<file path="src/rtl/seq_isqrt_n_pkg.sv">
// rtl/seq_isqrt_n_pkg.sv - shared types and width helpers for the sequential integer square root
//
// Purpose: FSM state encoding and derived-width helpers used by seq_isqrt_n and isqrt_step_n.
// Ports:   none (package).
package seq_isqrt_n_pkg;

  typedef enum logic [1:0] {
    ST_IDLE = 2'd0,
    ST_CALC = 2'd1,
    ST_FIX  = 2'd2,
    ST_DONE = 2'd3
  } state_t;

  // Number of CALC iterations: one root bit per iteration.
  function automatic int iter_of(input int width);
    return width / 2;
  endfunction

  // Root width.
  function automatic int rw_of(input int width);
    return width / 2;
  endfunction

  // Trial remainder width: partial remainder (RW+1) plus two operand bits.
  function automatic int pw_of(input int width);
    return width / 2 + 3;
  endfunction

  // Iteration counter width; never narrower than one bit.
  function automatic int cnt_w_of(input int width);
    return (width / 2 > 1) ? $clog2(width / 2) : 1;
  endfunction

endpackage

</file>
<file path="src/rtl/seq_isqrt_n_step.sv">
// rtl/seq_isqrt_n_step.sv - one restoring square-root digit step (combinational)
//
// Purpose: forms the trial remainder from the partial remainder and the next two operand
//          bits, compares it against (proot<<2)|1 and selects the restored or reduced value.
// Ports:   prem       in  WIDTH/2+1  partial remainder
//          proot      in  WIDTH/2    partial root
//          bits       in  2          next two operand bits (MSB first)
//          prem_next  out WIDTH/2+1  updated partial remainder
//          proot_next out WIDTH/2    updated partial root
//          take       out 1          1 when the trial subtraction was kept
module isqrt_step_n
  import seq_isqrt_n_pkg::*;
#(
  parameter int WIDTH = 16
) (
  input  logic [WIDTH/2:0]   prem,
  input  logic [WIDTH/2-1:0] proot,
  input  logic [1:0]         bits,
  output logic [WIDTH/2:0]   prem_next,
  output logic [WIDTH/2-1:0] proot_next,
  output logic               take
);

  localparam int RW = rw_of(WIDTH);
  localparam int PW = pw_of(WIDTH);

  logic [PW-1:0] trial;
  logic [PW-1:0] test;
  logic [PW:0]   diff;
  logic          unused_bits;

  assign trial = {prem, bits};
  assign test  = {1'b0, proot, 2'b01};

  // Subtract with an extra MSB: that bit is the borrow-out, so trial >= test is
  // exactly "no borrow" and the comparison stays unsigned.
  assign diff = {1'b0, trial} - {1'b0, test};
  assign take = ~diff[PW];

  // The new remainder is bounded by 2*root, so the upper trial/diff bits are zero here.
  assign prem_next  = take ? diff[RW:0] : trial[RW:0];
  // The partial root's MSB is still zero on every iteration, so dropping it is lossless.
  assign proot_next = {proot[RW-2:0], take};

  assign unused_bits = ^{diff[PW-1:RW+1], proot[RW-1]};

endmodule

</file>
<file path="src/rtl/seq_isqrt_n.sv">
// rtl/seq_isqrt_n.sv - multi-cycle restoring integer square root with start/ready/done handshake
//
// Purpose: computes root = floor(sqrt(din)) (or rounded to nearest when ROUND=1, saturating)
//          and rem = din - floor_root^2, one root bit per clock.
// Ports:   clk    in  1          clock, rising edge
//          rst_n  in  1          asynchronous active-low reset
//          start  in  1          request, accepted when ready=1
//          din    in  WIDTH      radicand, sampled on the accepting edge
//          ready  out 1          high in IDLE and DONE
//          busy   out 1          high in CALC and FIX
//          done   out 1          one-cycle completion pulse
//          root   out WIDTH/2    result root, held until the next completion
//          rem    out WIDTH/2+1  unrounded remainder, held until the next completion
module seq_isqrt_n
  import seq_isqrt_n_pkg::*;
#(
  parameter int WIDTH = 16,
  parameter int ROUND = 0
) (
  input  logic               clk,
  input  logic               rst_n,
  input  logic               start,
  input  logic [WIDTH-1:0]   din,
  output logic               ready,
  output logic               busy,
  output logic               done,
  output logic [WIDTH/2-1:0] root,
  output logic [WIDTH/2:0]   rem
);

  localparam int ITER = iter_of(WIDTH);
  localparam int RW   = rw_of(WIDTH);
  localparam int CW   = cnt_w_of(WIDTH);

  state_t         state, state_next;
  logic [WIDTH-1:0] op;
  logic [RW-1:0]  proot, proot_next;
  logic [RW:0]    prem, prem_next;
  logic [CW-1:0]  cnt;
  logic           unused_take;
  logic [RW:0]    inc;
  logic [RW-1:0]  round_root;

  isqrt_step_n #(.WIDTH(WIDTH)) u_step (
    .prem       (prem),
    .proot      (proot),
    .bits       (op[WIDTH-1:WIDTH-2]),
    .prem_next  (prem_next),
    .proot_next (proot_next),
    .take       (unused_take)
  );

  // Round up when rem > root, i.e. din >= root^2 + root + 1 > (root + 0.5)^2.
  assign inc        = {1'b0, proot} + {{RW{1'b0}}, 1'b1};
  assign round_root = (prem > {1'b0, proot}) ? (inc[RW] ? {RW{1'b1}} : inc[RW-1:0]) : proot;

  assign ready = (state == ST_IDLE) || (state == ST_DONE);
  assign busy  = (state == ST_CALC) || (state == ST_FIX);
  assign done  = (state == ST_DONE);

  always_ff @(posedge clk or negedge rst_n) begin
    if (!rst_n) begin
      state <= ST_IDLE;
    end else begin
      state <= state_next;
    end
  end

  always_comb begin
    state_next = state;
    unique case (state)
      ST_IDLE, ST_DONE: state_next = start ? ST_CALC : ST_IDLE;
      ST_CALC: begin
        if (cnt == '0) begin
          state_next = (ROUND != 0) ? ST_FIX : ST_DONE;
        end
      end
      ST_FIX:  state_next = ST_DONE;
      default: state_next = ST_IDLE;
    endcase
  end

  always_ff @(posedge clk or negedge rst_n) begin
    if (!rst_n) begin
      op    <= '0;
      proot <= '0;
      prem  <= '0;
      cnt   <= '0;
      root  <= '0;
      rem   <= '0;
    end else begin
      unique case (state)
        ST_IDLE, ST_DONE: begin
          if (start) begin
            op    <= din;
            proot <= '0;
            prem  <= '0;
            cnt   <= CW'(ITER - 1);
          end
        end
        ST_CALC: begin
          prem  <= prem_next;
          proot <= proot_next;
          op    <= {op[WIDTH-3:0], 2'b00};
          cnt   <= cnt - CW'(1);
          if (cnt == '0 && ROUND == 0) begin
            root <= proot_next;
            rem  <= prem_next;
          end
        end
        ST_FIX: begin
          root <= round_root;
          rem  <= prem;
        end
        default: ;
      endcase
    end
  end

endmodule

</file>
<file path="config.mk">
export PLATFORM = sky130hd
export DESIGN_NAME = seq_isqrt_n
export DESIGN_NICKNAME = d
export VERILOG_FILES = /design/src/rtl/seq_isqrt_n_pkg.sv /design/src/rtl/seq_isqrt_n_step.sv /design/src/rtl/seq_isqrt_n.sv
export SDC_FILE = /design/constraint.sdc
export NUM_CORES = 1
export LEC_CHECK = 0
export CAP_MARGIN = 20
export CORE_ASPECT_RATIO = 1.4
export CORE_MARGIN = 5
export CORE_UTILIZATION = 55
export DETAILED_ROUTE_END_ITERATION = 7
export PLACE_DENSITY = 0.79
export SETUP_SLACK_MARGIN = 0.2
export SLEW_MARGIN = 20
export SYNTH_ARGS = -nofsm -noshare
export SYNTH_HDL_FRONTEND = slang
export SYNTH_SLANG_ARGS = --single-unit
</file>
<file path="constraint.sdc">
create_clock -name clk -period 4.7 [get_ports clk]
set_input_delay 1.41 -clock clk [delete_from_list [all_inputs] [get_ports clk]]
set_output_delay 1.41 -clock clk [all_outputs]
set_load 0.01 [all_outputs]
</file>
==> summary.md <==
| Metric | Value |
|---|---|
| Met3 routed WL | 359 microns |
| Post-Syn Nets | 376 |
| Gr ovfl total | 0 |
| Tightest Pin Transition | 825.9 ps |
| Peak supply drop | 431.6 uV |
| Max cap viols | 0 |
| # DRC | 0 |
| # hold bufs at CTS | 0 |
| Arrival @ worst endpoint | 1920 ps |
| Placed insts | 434 |
| Initial antenna violation count | 0 |
| Post-route minimum period | 3332 ps |
| Post-synth EDFFs | 0 |
| RR Startpoint | proot[6] |
| Setup violators final | 0 |
| Filler cells | 462 |
| Critical path class | reg -> out |
| Distinct cells, synth | 49 |
| CP Max Fanout | 7 |
| Max Fclk | 0.3001 GHz |
| Nets@finish | 408 |
| H-tree levels | 2 |
| Syn Inst Count | 341 |
| Ys Warns | 0 |
| Critical Path Start | state[0] |
| Clk sinks | 55 |
| Register Area | 1376 sq um |
| M1 WL | 2908 microns |
| Avg Cell Area, Syn | 9.246 sq um |
| Max Slew Vio Count | 0 |
| Asr flop ratio synth | 100.0% |
| Global-route wire length before repair | 11900 microns |
| Non-Filler Instances | 442 |
| Top Layer Used | met4 |
| Seq/Total Area, Yosys | 43.65% |
| CP endpoint kind | primary output |
| Final Hold Viols | 0 |
| PwrDens | 785.6 nW/um^2 |
| Initial Util | 57.07% |
| Root Buffer Master | clkbuf_8 |
| Core footprint | 5525 sq um |
| Hold crit path type | reg -> reg |
| Boundary pin count | 39 |
| Number of global-route vias before repair | 2500 |
| Layout cell share with drive strength beyond 1 | 6.150% |
| CTS buffer count | 5 |
| Status | finished clean |
| Via count | 2664 |
| CTS max path bufs | 2 |
| HPWL reported at the end of detailed placement | 5115 microns |
| Largest net degree at the start of global routing | 46 |
| Post-Syn Area | 3153 sq um |
| Row count | 32 |
| Number of setup buffers added after CTS | 0 |
| Vias/cell | 6.027 |
| Ys flop type | dfrtp_1 |
| Most frequent cells in the layout | dfrtp_1, nand2_1, o21ai_0 |
| Leak | 1.644 nW |
| Area of the multi-input gates | 1623 sq um |
| CP Launch Type | flop |
| Clock transition at path regs | 100 ps |
| Setup Total Neg Slack | 0 ps |
| Die area | 7368 sq um |
| Beginning of the worst hold path | cnt[0] |
| 1st-iter DRT viols | 146 |
| Max-slew headroom | 43.37% |
| Per-cell routed wire length | 16.08 microns |
| Gp weighted congestion | 0.8370 |
| CTS tree | built |
| TritonRoute pass-1 iters | 5 |
| Port buffer count | 38 |
| Met2 Wirelength | 3715 microns |
| FF+latch count, synth | 55 |
| Antenna cells | 0 |
| Most common cell after layout, fill and taps aside | dfrtp_1 |
| Die H | 99.59 microns |
| Layout Skew | 10.20 ps |
| DRT antenna net count | 0 |
| Syn-to-layout area delta | 17.18% |
| Clk_lat worst skew | 320 ps |
| Crit path required time | 3290 ps |
| Die width | 73.99 microns |
| RSZ-0062 raised after global routing | false |
| Final Cycle Share | 70.89% |
| # resized after CTS | 0 |
| All-layer global routing usage | 20.56% |
| Routed WL | 7109 microns |
[cell usage after synthesis (2+ instances only)]
library cell	n	share of area, %
xnor2_1	3	0.83
o21a_1	2	0.48
and3_1	6	1.2
a21o_1	5	1.2
nand4_1	4	0.79
nor2_1	13	1.5
nand2b_1	3	0.60
nand2_1	40	4.8
clkbuf_1	12	1.4
a21oi_1	22	3.5
a22oi_1	2	0.48
dfrtp_1	55	44
nor2b_1	2	0.40
mux2i_1	22	7.0
nand3b_1	7	1.7
a22o_1	3	0.83
and2_1	2	0.40
o21ai_2	3	0.83
inv_1	21	2.5
or3_1	2	0.40
ha_1	16	6.3
xor2_1	2	0.56
o21ai_1	10	1.6
a211oi_1	2	0.48
a31oi_1	3	0.60
buf_6	3	1.1
o21ai_0	40	6.3
nor3_1	11	1.7
nand3_1	5	0.79
[per-stage QoR]
step	area (sq um)	hold slack (ps)	setup slack, ps	utilization [%]	power, mW
3_3_place_gp	3561	460.5	1490	64.45	2.506
2_1_floorplan	3153	449.6	2310	-	2.112
5_1_grt	3695	504.3	1258	66.87	3.130
4_1_cts	3692	481.4	1365	66.83	2.910
6_report	3695	483.4	1368	66.87	2.903
3_5_place_dp	3588	467.4	1710	64.95	2.607
[power by group]
part | switching [mW] | total (mW) | internal, mW
sequential | 0.145 | 0.819 | 0.674
combinational | 1.01 | 1.79 | 0.778
clock | 0.162 | 0.297 | 0.134
total | 1.32 | 2.90 | 1.59
[cell families (layout without fill, tap and decap cells)]
family,count (synthesis),after routing,share of synthesized area (%)
compound gates,104,104,20.12
xor+xnor,5,5,1.389
fa+ha+maj,16,16,6.349
buf+inv,38,71,5.277
flops,55,55,43.65
mux,24,24,7.698
simple gates,99,99,15.52
[final timing paths]
path,depth (start not counted),slack (ps),endpoint
worst max-delay path,4,1370,busy
worst min-delay path,1,480,cnt[0]
worst max register to register,8,2040,root[7]
worst min register to register,1,480,cnt[0]
max in group asynchronous,2,3030,proot[1]
min in group asynchronous,1,1090,rem[0]
[critical path: stages (launching register included)]
cell	delay, ps
dfrtp_1	410
inv_1	60
ha_1	410
inv_1	170
clkdlybuf4s50_1	560
[state kept, by name, summed over array words and instances (netlist names)]
signal / cells
op: 16
prem: 9
rem: 9
proot: 8
root: 8
cnt: 3
state: 2
[cell type report]
cell class	instances	share of cell area, %
Multi-Input combinational cell	248	43.92
Sequential cell	55	37.25
Timing Repair Buffer	42	11.58
Clock buffer	7	2.608
Tap cell	68	2.303
Inverter	21	2.133
Clock inverter	1	0.2032
[metal layers]
metal | global-route usage, % | vias to the layer above
met5 | 0 | -
met4 | 7.113 | 0
met3 | 3.337 | 10
met2 | 35.66 | 77
met1 | 25.34 | 1301
li1 | - | 1276
Note: power is estimated with default switching activity, not from simulation.
